**config.mk**
```make
export PLATFORM = sky130hd
export DESIGN_NAME = dispatch_stage
export DESIGN_NICKNAME = d
export VERILOG_FILES = /design/src/rtl/dispatch_stage.sv
export SDC_FILE = /design/constraint.sdc
export NUM_CORES = 1
export LEC_CHECK = 0
export CELL_PAD_IN_SITES_DETAIL_PLACEMENT = 0
export CELL_PAD_IN_SITES_GLOBAL_PLACEMENT = 1
export CORE_ASPECT_RATIO = 0.75
export CORE_MARGIN = 8
export CORE_UTILIZATION = 31
export DETAILED_ROUTE_END_ITERATION = 10
export PLACE_DENSITY_LB_ADDON = 0.08
export SYNTH_ARGS = -nofsm -noshare
export SYNTH_HDL_FRONTEND = slang
export SYNTH_SLANG_ARGS = --single-unit
```
**constraint.sdc**
```tcl
create_clock -name clk_in -period 5.7 [get_ports clk_in]
set_clock_uncertainty 0.1 [all_clocks]
set_input_delay 1.14 -clock clk_in [delete_from_list [all_inputs] [get_ports clk_in]]
set_output_delay 1.14 -clock clk_in [all_outputs]
set_load 0.03 [all_outputs]
```
**src/rtl/dispatch_stage.sv**
```systemverilog
// dispatch_stage: RV32I decode/dispatch between the fetcher and ROB/RS/LSB.
// Operands resolve from x0, the previous dispatch, the register file and the CDB into one registered bundle.
module dispatch_stage #(
   parameter int ROB_W = 5,
   parameter int N_CDB = 2
) (
   input  logic                   clk_in,
   input  logic                   rst_in,
   input  logic                   rdy_in,
   input  logic                   flush_in,
   input  logic                   if_valid,
   input  logic                   if_pred_taken,
   input  logic [31:0]            if_inst,
   input  logic [31:0]            if_pc,
   output logic                   if_ready,
   output logic                   redirect_valid,
   output logic [31:0]            redirect_pc,
   output logic [4:0]             rf_rs1,
   output logic [4:0]             rf_rs2,
   input  logic [31:0]            rf_val1,
   input  logic [31:0]            rf_val2,
   input  logic                   rf_busy1,
   input  logic                   rf_busy2,
   input  logic [ROB_W-1:0]       rf_tag1,
   input  logic [ROB_W-1:0]       rf_tag2,
   input  logic [N_CDB-1:0]       cdb_valid,
   input  logic [N_CDB*ROB_W-1:0] cdb_tag,
   input  logic [N_CDB*32-1:0]    cdb_val,
   input  logic                   rob_full,
   input  logic                   rs_full,
   input  logic                   lsb_full,
   output logic                   d_rob_valid,
   output logic                   d_rs_valid,
   output logic                   d_lsb_valid,
   output logic [6:0]             d_opcode,
   output logic [2:0]             d_funct3,
   output logic                   d_f7b5,
   output logic [4:0]             d_rd,
   output logic [ROB_W-1:0]       d_tag,
   output logic [31:0]            d_pc,
   output logic [31:0]            d_imm,
   output logic [31:0]            d_v1,
   output logic [31:0]            d_v2,
   output logic                   d_busy1,
   output logic                   d_busy2,
   output logic [ROB_W-1:0]       d_q1,
   output logic [ROB_W-1:0]       d_q2,
   output logic                   d_pred_taken,
   output logic                   d_rob_ready,
   output logic [31:0]            d_rob_value
);

   localparam logic [6:0] OP_R     = 7'b0110011;
   localparam logic [6:0] OP_I     = 7'b0010011;
   localparam logic [6:0] OP_B     = 7'b1100011;
   localparam logic [6:0] OP_L     = 7'b0000011;
   localparam logic [6:0] OP_S     = 7'b0100011;
   localparam logic [6:0] OP_LUI   = 7'b0110111;
   localparam logic [6:0] OP_AUIPC = 7'b0010111;
   localparam logic [6:0] OP_JAL   = 7'b1101111;
   localparam logic [6:0] OP_JALR  = 7'b1100111;

   typedef struct packed {
      logic             busy;
      logic [ROB_W-1:0] tag;
      logic [31:0]      val;
   } opnd_t;

   logic [6:0]       opcode_s;
   logic [2:0]       funct3_s;
   logic [4:0]       rs1_s;
   logic [4:0]       rs2_s;
   logic [31:0]      imm_i_s;
   logic [31:0]      imm_st_s;
   logic [31:0]      imm_b_s;
   logic [31:0]      imm_u_s;
   logic [31:0]      imm_j_s;
   logic [31:0]      shamt_s;
   logic             shift_s;
   logic             need_rob_s;
   logic             need_rs_s;
   logic             need_lsb_s;
   logic             use1_s;
   logic             use2_s;
   logic             is_jal_s;
   logic             is_jalr_s;
   logic             f7b5_s;
   logic [4:0]       rd_s;
   logic [31:0]      imm_s;
   logic             rob_ready_s;
   logic [31:0]      rob_value_s;
   logic             fwd1_s;
   logic             fwd2_s;
   opnd_t            op1_s;
   opnd_t            op2_s;
   logic [31:0]      jal_target_s;
   logic [31:0]      jalr_target_s;
   logic             stall_s;
   logic             accept_s;
   logic [ROB_W-1:0] next_tag_r;

   assign opcode_s = if_inst[6:0];
   assign funct3_s = if_inst[14:12];
   assign rs1_s    = if_inst[19:15];
   assign rs2_s    = if_inst[24:20];
   assign rf_rs1   = rs1_s;
   assign rf_rs2   = rs2_s;

   assign imm_i_s  = {{20{if_inst[31]}}, if_inst[31:20]};
   assign imm_st_s = {{20{if_inst[31]}}, if_inst[31:25], if_inst[11:7]};
   assign imm_b_s  = {{19{if_inst[31]}}, if_inst[31], if_inst[7], if_inst[30:25], if_inst[11:8], 1'b0};
   assign imm_u_s  = {if_inst[31:12], 12'd0};
   assign imm_j_s  = {{11{if_inst[31]}}, if_inst[31], if_inst[19:12], if_inst[20], if_inst[30:21], 1'b0};
   assign shamt_s  = {27'd0, if_inst[24:20]};
   assign shift_s  = (funct3_s == 3'b001) || (funct3_s == 3'b101);

   // First match wins: x0, previous dispatch, register file; then CDB capture clears busy (lowest port wins).
   function automatic opnd_t resolve(input logic used, input logic [4:0] src, input logic fwd,
                                     input logic busy, input logic [ROB_W-1:0] tag, input logic [31:0] val,
                                     input logic [N_CDB-1:0] cv, input logic [N_CDB*ROB_W-1:0] ct,
                                     input logic [N_CDB*32-1:0] cd);
      opnd_t       r;
      logic        hit;
      logic [31:0] cap;
      r   = '0;
      hit = 1'b0;
      cap = 32'd0;
      if (!used || (src == 5'd0)) begin
         r = '0;
      end else if (fwd) begin
         r.busy = 1'b1;
         r.tag  = d_tag;
         r.val  = 32'd0;
      end else begin
         r.busy = busy;
         r.tag  = tag;
         r.val  = val;
      end
      for (int i = 0; i < N_CDB; i++) begin
         if (r.busy && !hit && cv[i] && (ct[i*ROB_W +: ROB_W] == r.tag)) begin
            hit = 1'b1;
            cap = cd[i*32 +: 32];
         end else begin
            hit = hit;
         end
      end
      if (hit) begin
         r.busy = 1'b0;
         r.val  = cap;
      end else if (r.busy) begin
         r.val = 32'd0;
      end else begin
         r.val = r.val;
      end
      return r;
   endfunction

   // Opcode classification, immediate selection and known-at-dispatch ROB results.
   always_comb begin
      need_rob_s  = 1'b0;
      need_rs_s   = 1'b0;
      need_lsb_s  = 1'b0;
      use1_s      = 1'b0;
      use2_s      = 1'b0;
      is_jal_s    = 1'b0;
      is_jalr_s   = 1'b0;
      f7b5_s      = 1'b0;
      rd_s        = if_inst[11:7];
      imm_s       = 32'd0;
      rob_ready_s = 1'b0;
      rob_value_s = 32'd0;
      case (opcode_s)
         OP_R: begin
            need_rob_s = 1'b1;
            need_rs_s  = 1'b1;
            use1_s     = 1'b1;
            use2_s     = 1'b1;
            f7b5_s     = if_inst[30];
         end
         OP_I: begin
            need_rob_s = 1'b1;
            need_rs_s  = 1'b1;
            use1_s     = 1'b1;
            if (shift_s) begin
               imm_s  = shamt_s;
               f7b5_s = if_inst[30];
            end else begin
               imm_s  = imm_i_s;
            end
         end
         OP_B: begin
            need_rob_s = 1'b1;
            need_rs_s  = 1'b1;
            use1_s     = 1'b1;
            use2_s     = 1'b1;
            rd_s       = 5'd0;
            imm_s      = imm_b_s;
         end
         OP_L: begin
            need_rob_s = 1'b1;
            need_lsb_s = 1'b1;
            use1_s     = 1'b1;
            imm_s      = imm_i_s;
         end
         OP_S: begin
            need_rob_s = 1'b1;
            need_lsb_s = 1'b1;
            use1_s     = 1'b1;
            use2_s     = 1'b1;
            rd_s       = 5'd0;
            imm_s      = imm_st_s;
         end
         OP_LUI: begin
            need_rob_s  = 1'b1;
            imm_s       = imm_u_s;
            rob_ready_s = 1'b1;
            rob_value_s = imm_u_s;
         end
         OP_AUIPC: begin
            need_rob_s  = 1'b1;
            imm_s       = imm_u_s;
            rob_ready_s = 1'b1;
            rob_value_s = if_pc + imm_u_s;
         end
         OP_JAL: begin
            need_rob_s  = 1'b1;
            is_jal_s    = 1'b1;
            imm_s       = imm_j_s;
            rob_ready_s = 1'b1;
            rob_value_s = if_pc + 32'd4;
         end
         OP_JALR: begin
            need_rob_s  = 1'b1;
            is_jalr_s   = 1'b1;
            use1_s      = 1'b1;
            imm_s       = imm_i_s;
            rob_ready_s = 1'b1;
            rob_value_s = if_pc + 32'd4;
         end
         default: begin
            rd_s = if_inst[11:7];
         end
      endcase
   end

   // The rename table lags one cycle, so the bundle still in the output register must be forwarded.
   assign fwd1_s = d_rob_valid && (d_rd != 5'd0) && (d_rd == rs1_s);
   assign fwd2_s = d_rob_valid && (d_rd != 5'd0) && (d_rd == rs2_s);
   assign op1_s  = resolve(use1_s, rs1_s, fwd1_s, rf_busy1, rf_tag1, rf_val1, cdb_valid, cdb_tag, cdb_val);
   assign op2_s  = resolve(use2_s, rs2_s, fwd2_s, rf_busy2, rf_tag2, rf_val2, cdb_valid, cdb_tag, cdb_val);

   assign jal_target_s  = if_pc + imm_j_s;
   assign jalr_target_s = (op1_s.val + imm_i_s) & 32'hFFFF_FFFE;

   assign stall_s  = rob_full || (need_rs_s && rs_full) || (need_lsb_s && lsb_full) || (is_jalr_s && op1_s.busy);
   assign if_ready = !rst_in && rdy_in && !flush_in && !stall_s;
   assign accept_s = if_valid && if_ready;

   // Dispatch bundle, redirect pulse and tag counter; rdy_in low freezes everything.
   always_ff @(posedge clk_in) begin
      if (rst_in) begin
         next_tag_r     <= '0;
         d_rob_valid    <= 1'b0;
         d_rs_valid     <= 1'b0;
         d_lsb_valid    <= 1'b0;
         redirect_valid <= 1'b0;
         redirect_pc    <= 32'd0;
         d_opcode       <= 7'd0;
         d_funct3       <= 3'd0;
         d_f7b5         <= 1'b0;
         d_rd           <= 5'd0;
         d_tag          <= '0;
         d_pc           <= 32'd0;
         d_imm          <= 32'd0;
         d_v1           <= 32'd0;
         d_v2           <= 32'd0;
         d_busy1        <= 1'b0;
         d_busy2        <= 1'b0;
         d_q1           <= '0;
         d_q2           <= '0;
         d_pred_taken   <= 1'b0;
         d_rob_ready    <= 1'b0;
         d_rob_value    <= 32'd0;
      end else if (!rdy_in) begin
         next_tag_r <= next_tag_r;
      end else if (flush_in) begin
         next_tag_r     <= '0;
         d_rob_valid    <= 1'b0;
         d_rs_valid     <= 1'b0;
         d_lsb_valid    <= 1'b0;
         redirect_valid <= 1'b0;
      end else if (accept_s) begin
         if (need_rob_s) begin
            next_tag_r <= next_tag_r + {{(ROB_W-1){1'b0}}, 1'b1};
         end else begin
            next_tag_r <= next_tag_r;
         end
         d_rob_valid    <= need_rob_s;
         d_rs_valid     <= need_rs_s;
         d_lsb_valid    <= need_lsb_s;
         redirect_valid <= is_jal_s || is_jalr_s;
         redirect_pc    <= is_jalr_s ? jalr_target_s : (is_jal_s ? jal_target_s : redirect_pc);
         d_opcode       <= opcode_s;
         d_funct3       <= funct3_s;
         d_f7b5         <= f7b5_s;
         d_rd           <= rd_s;
         d_tag          <= next_tag_r;
         d_pc           <= if_pc;
         d_imm          <= imm_s;
         d_v1           <= op1_s.val;
         d_v2           <= op2_s.val;
         d_busy1        <= op1_s.busy;
         d_busy2        <= op2_s.busy;
         d_q1           <= op1_s.tag;
         d_q2           <= op2_s.tag;
         d_pred_taken   <= if_pred_taken;
         d_rob_ready    <= rob_ready_s;
         d_rob_value    <= rob_value_s;
      end else begin
         d_rob_valid    <= 1'b0;
         d_rs_valid     <= 1'b0;
         d_lsb_valid    <= 1'b0;
         redirect_valid <= 1'b0;
      end
   end

endmodule

```
==> results of run 1 <==
-- power by group through the flow --
stage | logic (mW) | clock network, mW | registers [mW]
2_1_floorplan | 0.408 | 0 | 1.75
3_3_place_gp | 0.928 | 0 | 1.71
3_5_place_dp | 0.931 | 0 | 1.71
4_1_cts | 0.941 | 2.15 | 1.68
5_1_grt | 1.02 | 2.22 | 1.68
6_report | 0.950 | 2.11 | 1.68
-- critical path, stage by stage --
cell,delay [ns]
clkdlybuf4s50_1,0.45
or2_2,0.30
a21oi_2,0.17
and2_2,0.22
or3_1,0.13
o211ai_1,0.16
buf_4,0.19
o2111a_1,0.26
a311oi_2,0.33
a21oi_2,0.07
and2_1,0.19
fa_2,0.40
a21o_1,0.17
a21oi_2,0.16
nor2_2,0.07
o211a_1,0.29
a211o_1,0.36
a21o_1,0.19
a21oi_2,0.13
xnor2_1,0.13
nand2_1,0.08
a311oi_2,0.28
-- sequential cells by signal (all words and copies together), names as in the netlist, 3 cells and up --
signal and flops:
d_imm 32, d_pc 32, d_rob_value 32, d_v1 32
d_v2 32, redirect_pc 32, d_opcode 7, d_q1 5
d_q2 5, d_rd 5, d_tag 5, next_tag_r 5
d_funct3 3
-- synth_stat cells (all sizes together) (5+ instances only) --
cell type,count
a211o,5
a211oi,40
a21o,30
a21oi,230
a221oi,43
a222oi,20
a22oi,30
a311oi,25
a31oi,13
and2,14
and3,19
buf,52
clkbuf,95
dfxtp,236
ha,73
inv,40
mux2i,21
nand2,307
nand2b,22
nand3,55
nand3b,6
nand4,24
nor2,272
nor2b,10
nor3,60
nor4,13
o2111ai,8
o211a,5
o211ai,15
o21a,11
o21ai,96
o21bai,5
o22ai,10
o31ai,5
or2,6
or3,9
xnor2,67
xor2,43
-- per-layer routing --
metal	share of wire [%]	track usage, %	up-vias
met5	0.073	0	-
met4	1.4	3.904	8
met3	7.2	5.511	64
met2	44	40.69	613
met1	47	37.61	8804
li1	-	-	8750
-- timing repair --
item	CTS	global route
gates cloned	0	0
buffers inserted	3	4
gates resized for setup	24	37
endpoints found under the setup margin	23	24
pin swaps	9	27
-- cell type report --
cell class,count,area [µm²],area share (%)
Tap cell,648,810.8,3.415
Clock buffer,35,798.3,3.362
Timing Repair Buffer,730,6820,28.73
Inverter,40,150.1,0.6324
Sequential cell,236,4725,19.90
Multi-Input combinational cell,1657,10150,42.77
Antenna cell,1,2.502,0.01054
Clock inverter,19,279.0,1.175
-- kinds of logic (layout without fill, tap and decap cells) --
| group | Yosys count | after routing | synth area share [%] |
|---|---|---|---|
| flip-flops | 236 | 236 | 30.66 |
| multiplexers | 22 | 22 | 1.462 |
| AO/OA/AOI/OAI | 620 | 620 | 26.59 |
| other | 0 | 1 | 0 |
| buffers and inverters | 187 | 824 | 4.994 |
| XOR/XNOR | 110 | 110 | 6.253 |
| adder cells (fa/ha/maj) | 76 | 76 | 6.318 |
| AND/OR/NAND/NOR | 829 | 829 | 23.72 |
-- path summary, 6_finish.rpt --
| kind | from | to | cells after the start |
|---|---|---|---|
| hold reg to reg | d_v1[29]$_SDFFE_PP0P_ | d_v1[29]$_SDFFE_PP0P_ | 2 |
| setup reg to reg | d_rd[4]$_SDFFE_PP0P_ | redirect_pc[29]$_SDFFE_PP0P_ | 23 |
| hold / removal | d_v1[29]$_SDFFE_PP0P_ | d_v1[29]$_SDFFE_PP0P_ | 2 |
| setup / recovery | if_inst[2] | redirect_pc[22]$_SDFFE_PP0P_ | 22 |
==> metrics, run 1 <==
Comb power frac 20.0%; DP Area 22390 µm²; Max clock buf depth 3; max frequency 0.1817 GHz; CTS Sinks 236; Synth Register Bits 236; crit path kind primary input to flip-flop; CP max FO 4; Placer Congestion 0.9041; vias per cell roughly 5.4; syn_nets ~2.4k; Fillers approximately 4.9k; Core Rows 70; Layout Cells excl Fill around 3.4k; clock share of power 44.5%; number of synthesized flops with an enable pin 0; worst vdd ir between 0.2 and 0.25 mV; ys async rst share 0%; final core occ 48.49%; CP Capture Type flip-flop; cell area power density 199.6 nW/µm²; Psw 1.368 mW; mean post-synth cell area 7.407 µm²; Die X 273.4 µm; post-DP HPWL 63.12 mm; area of the die 57170 µm²; dpl cells 3304; worst skew pair latency 0.60 ns; worst setup margin 0.1958 ns; fin area 23740 µm²; leading cell types in the layout, fill and taps excluded clkdlybuf4s50_1, nand2_1, nor2_1, buf_4, dfxtp_1; via count between 15k and 20k; detailed-route DRC error count 0; status complete, no violations; # Max-Cap Violations 0; Yosys warnings 0; reg2reg setup slack 0.22 ns; kind of start point of the critical path primary input; Ports about 470; GRT Util Overall 26.21%; Final Critical Period 5.504 ns; HP Class flip-flop to flip-flop; Switching Share 28.87%; Worst Tran Pin Value between 1 and 1.5 ns; GRT overflow 0; Mapped Area 15410 µm²; top cell type's share of synthesized area 30.66%; Netlist cell types 75; Clock transition at path regs 0.06 ns; CTS Hold Bufs 0; vias in the first global route 17.62k; crit path DAT approximately 5.9 ns; initial core utilization 31.47%; htree depth 1; antenna violations before repair 7; post-route antenna net violation count 0; # setup viols final 0; Pint 3.370 mW; Nets 2995; final setup TNS 0 ns; leakage 9.094 nW; Root Buffer clkbuf_16; Hold WS 0.3533 ns; PnR Total Power 4.738 mW; Critical Path RT 6.09 ns; DR iter-0 viols 1625; top_reg_cell synth dfxtp_1; fin crit share 96.56%; layout cell share with drive strength beyond 1 14.32%; Yosys top cell by area dfxtp_1; most common cell after layout, fill and taps aside clkdlybuf4s50_1; DP Worst Slack -0.9404 ns; fin. max-slew vios 0; Seq pwr share 35.4%; register area share after synthesis 30.66%; routed wire length 79.45 mm; First-pass DRT Iterations 8; Synth area leaders dfxtp_1, nand2_1, a21oi_1; CTS tree yes; core box area 48960 µm²; Area growth, synth to finish 54.08%; Die Y 209.1 µm; Port Buf Inserts 466; WL/cell 23.60 µm; Hold Vio Cnt, Final 0; Synth Instances approximately 2.1k; CTS Buf Count 29; pin count of the biggest net entering global routing ~110; first-pass GRT wire length about 120 mm; Slew headroom between 10% and 20%
Note: power is estimated with default switching activity, not from simulation.
==> run 2, diff against run 1 <==
SKIP_CTS_REPAIR_TIMING = 1   (was unset)
==> run 2 against run 1 <==
Effect of this change:
- sequential power is essentially flat
- clock power about the same
- hold slack is essentially flat
- count of clock-buffer cells in the layout unchanged
- critical path type unchanged
- utilization is 0.064 points higher
- global-route usage about the same
- worst setup slack improved by 0.036 ns
- first-iteration DRC count is 3.8% lower
==> metrics, run 2 (same netlist as run 1, synthesis figures left out) <==
Die X 273.4 µm (unchanged); Worst Tran Pin Value 1.333 ns (+0.006814 ns); pin count of the biggest net entering global routing 109 (unchanged); Root Buffer clkbuf_16; fin. max-slew vios 0 (unchanged); # Max-Cap Violations 0 (unchanged); dpl cells 3304 (unchanged); final setup TNS 0 ns (unchanged); CTS Sinks 236 (unchanged); CTS Buf Count 29 (unchanged); crit path DAT 5.85 ns (-0.04 ns); Slew headroom 11.03% (-0.45 points); Nets 2992 (-0.10%); GRT Util Overall 26.17% (-0.035 points); status complete, no violations; first-pass GRT wire length 116.7 mm (-0.10%); Antenna Cells 0 (-1); First-pass DRT Iterations 8 (unchanged); DR iter-0 viols 1563 (-3.8%); worst vdd ir 0.2338 mV (-0.33%); Max clock buf depth 3 (unchanged); Die Y 209.1 µm (unchanged); Core Rows 70 (unchanged); via count 18.19k (-0.27%); vias in the first global route 17.56k (-0.31%); Placer Congestion 0.9041 (unchanged); Hold Vio Cnt, Final 0 (unchanged); reg2reg start d_rd[4]$_SDFFE_PP0P_; end of the worst register-to-register path redirect_pc[31]$_SDFFE_PP0P_; leakage 9.081 nW (-0.14%); leading cell types in the layout, fill and taps excluded clkdlybuf4s50_1, nand2_1, nor2_1, buf_4, dfxtp_1; htree depth 1 (unchanged); final core occ 48.55% (+0.064 points); layout cell share with drive strength beyond 1 14.55% (+0.24 points); CP max FO 4 (unchanged); reg2reg setup slack 0.35 ns (+0.13 ns); initial core utilization 31.47% (unchanged); # setup viols final 0 (unchanged); worst skew pair latency 0.60 ns (about the same); Final Critical Period 5.468 ns (-0.03638 ns); cell area power density 199.5 nW/µm² (about the same); detailed-route DRC error count 0 (unchanged); worst hold path startpoint d_v1[30]$_SDFFE_PP0P_; fin crit share 95.93% (-0.64 points); Critical Path RT 6.09 ns (about the same); CTS tree yes; area of the die 57170 µm² (unchanged); Area growth, synth to finish 54.29%; CP Capture Type flip-flop; antenna violations before repair 7 (unchanged); hold endpoint d_v1[30]$_SDFFE_PP0P_; post-route antenna net violation count 0 (unchanged); Hold WS 0.3532 ns (-0.00006800 ns); Port Buf Inserts 466 (unchanged); post-DP HPWL 63.12 mm (unchanged); Layout Cells excl Fill 3362 (-0.12%); Ports 467 (unchanged); R2R cell count 23 (unchanged); WL/cell 23.57 µm (-0.16%); HP Class flip-flop to flip-flop; Hold Path Cell Cnt 2 (unchanged); kind of start point of the critical path primary input; vias per cell 5.410 (-0.15%); max frequency 0.1829 GHz (+0.67%); routed wire length 79.24 mm (-0.27%); core box area 48960 µm² (unchanged); GRT overflow 0 (unchanged); most common cell after layout, fill and taps aside clkdlybuf4s50_1; crit path kind primary input to flip-flop; Clock transition at path regs 0.06 ns (about the same)
## run 2: cell types whose count changed in the layout (fill, tap and decap cells not counted), sizes merged
cell           delta
buf               -3
clkbuf            -1
clkdlybuf4s50     +1
diode             -1
## run 2: critical path, stage by stage
cell and delay (ns):
clkdlybuf4s50_1 0.55, nand3b_1 0.27, a21oi_2 0.16, and2_2 0.23
or3_1 0.13, o211ai_1 0.15, buf_4 0.19, o2111a_1 0.26
a311oi_2 0.30, a21oi_2 0.07, and2_1 0.18, fa_2 0.36
a21o_1 0.17, a21oi_2 0.16, nor2_2 0.08, o211a_4 0.25
a211o_4 0.37, a21o_1 0.19, a21oi_2 0.15, xnor2_1 0.13
nand2_1 0.08, a311oi_2 0.28
## run 2: routing by layer
layer  GRT usage [%]  share of wire [%]  wire, µm
met4           3.794                1.5      1151
met2           40.74                 44     35070
met1           37.43                 47     37190
met3           5.648                7.3      5765
met5               0              0.073        58
## run 2: report_power, final
part	switching, mW	leakage, nW	internal [mW]	total [mW]
registers	0.0106	1.90	1.67	1.68
clock network	0.839	0.526	1.28	2.11
logic	0.522	6.65	0.428	0.950
## run 2: cell type report
cell class	instances	area (µm²)
Clock buffer	35	798.3
Clock inverter	19	279.0
Fill cell	4857	25190
Inverter	40	150.1
Multi-Input combinational cell	1657	10210
Sequential cell	236	4725
Tap cell	648	810.8
Timing Repair Buffer	727	6803
## run 2: through the flow
stage / cell area, µm² / power (mW) / setup WS, ns
2_1_floorplan: 15410 / 2.156 / 0.05920
5_1_grt: 23770 / 4.923 / -0.03302
4_1_cts: 23470 / 4.767 / -0.3475
6_report: 23770 / 4.742 / 0.2322
3_5_place_dp: 22390 / 2.645 / -0.9404
3_3_place_gp: 22390 / 2.642 / -0.8842
## run 2: worst max path at each step
stage                            from  slack (ns)                      endpoint  cells after the start
after detailed placement  if_inst[17]       -0.94  redirect_pc[12]$_SDFFE_PP0P_                     25
after CTS                 if_inst[17]       -0.35  redirect_pc[30]$_SDFFE_PP0P_                     25
after global placement    if_inst[17]       -0.88  redirect_pc[30]$_SDFFE_PP0P_                     25
final                      if_inst[3]        0.23  redirect_pc[22]$_SDFFE_PP0P_                     22
after global routing       if_inst[3]       -0.03  redirect_pc[25]$_SDFFE_PP0P_                     25
after floorplan            if_inst[6]        0.06  redirect_pc[27]$_SDFFE_PP0P_                     24
==> run 3, diff against run 2 <==
PLACE_DENSITY = 0.89   (was unset)
PLACE_DENSITY_LB_ADDON = unset   (was 0.08)
==> run 3 against run 2 <==
Effect of this change:
- die area is the same
- routed wire length down 1.8%
- non-clock buffer count shrank 18
- sequential power is essentially flat
- critical path depth unchanged
- sequential cell count is the same
- clock power increased by 6%
- hold slack got worse by 0.0013 ns
- final cell count decreased by 0.54%
- global-route usage down 0.77 points
- critical endpoint unchanged
- largest cell class unchanged
- highest routed layer unchanged
==> metrics, run 3 (same netlist as run 1, synthesis figures left out) <==
crit path DAT 5.82 ns (-0.03 ns); status complete, no violations; first-pass GRT wire length 113.5 mm (-2.7%); Ports 467 (unchanged); CTS Sinks 236 (unchanged); worst skew pair latency 0.58 ns (-0.02 ns); RSZ-0062 raised after global routing false; R2R cell count 21 (-8.7%); Hold Vio Cnt, Final 0 (unchanged); vias in the first global route 17.84k (+1.6%); core box area 48960 µm² (unchanged); cell area power density 205.8 nW/µm² (+3.2%); dpl cells 3284 (-0.61%); # setup viols final 0 (unchanged); pin count of the biggest net entering global routing 76 (-30%); most common cell after layout, fill and taps aside clkdlybuf4s50_1; max frequency 0.1844 GHz (+0.85%); Area growth, synth to finish 53.18%; First-pass DRT Iterations 9 (+1); GRT overflow 0 (unchanged); leakage 9.011 nW (-0.78%); CTS Buf Count 28 (-3.4%); kind of start point of the critical path primary input; initial core utilization 31.47% (unchanged); Root Buffer clkbuf_16; via count 18.45k (+1.4%); Core Rows 70 (unchanged); post-route antenna net violation count 0 (unchanged); Slew headroom 22.20% (+11 points); crit path kind primary input to flip-flop; worst vdd ir 0.2125 mV (-9.1%); Final Critical Period 5.422 ns (-0.04621 ns); Clock transition at path regs 0.07 ns (about the same); Port Buf Inserts 466 (unchanged); fin crit share 95.12% (-0.81 points); post-DP HPWL 61.15 mm (-3.1%); CP max FO 10 (+6); PnR Total Power 4.857 mW (+2.4%); fin. max-slew vios 0 (unchanged); Layout Cells excl Fill 3344 (-0.54%); layout cell share with drive strength beyond 1 13.29% (-1.3 points); Die X 273.4 µm (unchanged); Placer Congestion 0.9270 (+2.5%); detailed-route DRC error count 0 (unchanged); area of the die 57170 µm² (unchanged); vias per cell 5.516 (+1.9%); DR iter-0 viols 1755 (+12%); Critical Path RT 6.10 ns (about the same); WL/cell 23.27 µm (-1.2%); Max clock buf depth 3 (unchanged); GRT Util Overall 25.40% (-0.77 points); htree depth 1 (unchanged); CP Capture Type flip-flop; # Max-Cap Violations 0 (unchanged); Worst Tran Pin Value 1.166 ns (-0.1673 ns); antenna violations before repair 7 (unchanged); CTS tree yes; HP Class flip-flop to flip-flop; Nets 2973 (-0.64%); routed wire length 77.83 mm (-1.8%); Hold Path Cell Cnt 2 (unchanged); leading cell types in the layout, fill and taps excluded clkdlybuf4s50_1, nand2_1, nor2_1, dfxtp_1, buf_4; Die Y 209.1 µm (unchanged)
==> run 3: cell types whose count changed in the layout (fill, tap and decap cells not counted), moves of 4 or more <==
cell | previous run | this run
a21oi_1 | 219 | 225
a21oi_2 | 10 | 4
a221oi_1 | 36 | 43
a221oi_2 | 7 | 0
buf_4 | 247 | 231
bufinv_16 | 6 | 10
clkinv_2 | 6 | 2
nor2_1 | 262 | 266
nor2_2 | 10 | 6
o21ai_0 | 85 | 89
o21ai_1 | 9 | 5
==> run 3: power breakdown <==
part           total [mW]  internal (mW)  leakage [nW]  switching (mW)
clock                2.24           1.40         0.554           0.843
sequential           1.68           1.67          1.90          0.0105
combinational       0.936          0.419          6.55           0.517
==> run 3: layout make-up <==
cell class                 instances  area [µm²]
clock inverter                    20       387.9
clock buffer                      32       745.7
timing repair buffer             709        6664
antenna                            2       5.005
sequential                       236        4725
fill                            4723       25360
multi-input combinational       1657       10110
tap                              648       810.8
inverter                          40       150.1
==> run 3: worst paths after layout <==
check	from	to	slack, ns
setup / recovery	if_inst[5]	redirect_pc[22]$_SDFFE_PP0P_	0.28
hold / removal	d_busy2$_SDFFE_PP0P_	d_busy2$_SDFFE_PP0P_	0.35
setup reg to reg	d_rd[4]$_SDFFE_PP0P_	redirect_pc[22]$_SDFFE_PP0P_	0.36
hold reg to reg	d_busy2$_SDFFE_PP0P_	d_busy2$_SDFFE_PP0P_	0.35
==> run 3: through the flow <==
step / worst slack, ns / hold slack (ns) / setup TNS, ns / util (%) / area [µm²]
after floorplan: 0.05920 / 0.3578 / 0 / - / 15410
after global placement: -0.6502 / 0.3392 / -10.94 / 45.36 / 22210
after detailed placement: -0.7117 / 0.3461 / -12.65 / 45.36 / 22210
after CTS: -0.1301 / 0.3535 / -0.6141 / 47.67 / 23340
after global routing: 0.01234 / 0.3684 / 0 / 48.20 / 23600
final: 0.2784 / 0.3519 / 0 / 48.20 / 23600
==> run 3: metal layers <==
| layer | routed length, µm | share of wire (%) | global-route usage, % | vias to the layer above |
|---|---|---|---|---|
| met2 | 33830 | 43 | 39.00 | 773 |
| li1 | - | - | - | 8690 |
| met4 | 2610 | 3.4 | 7.935 | 6 |
| met1 | 33940 | 44 | 34.27 | 8829 |
| met5 | 35 | 0.045 | 0 | - |
| met3 | 7421 | 9.5 | 6.903 | 147 |
==> run 3: critical path, cell delays in order <==
cell and delay [ns]:
clkdlybuf4s50_1 0.52, nand3b_1 0.17, a21oi_4 0.21, and2_4 0.16, buf_4 0.14, nand2_1 0.09, a2111oi_4 0.31, o2111a_2 0.40
clkbuf_16 0.21, buf_4 0.11, a221oi_1 0.04, nor2_1 0.23, ha_1 0.31, a21oi_2 0.17, nor2_1 0.08, o211a_1 0.28
a211o_1 0.38, a21o_1 0.20, a21oi_1 0.19, xnor2_1 0.14, nand2_1 0.08, a311oi_2 0.24
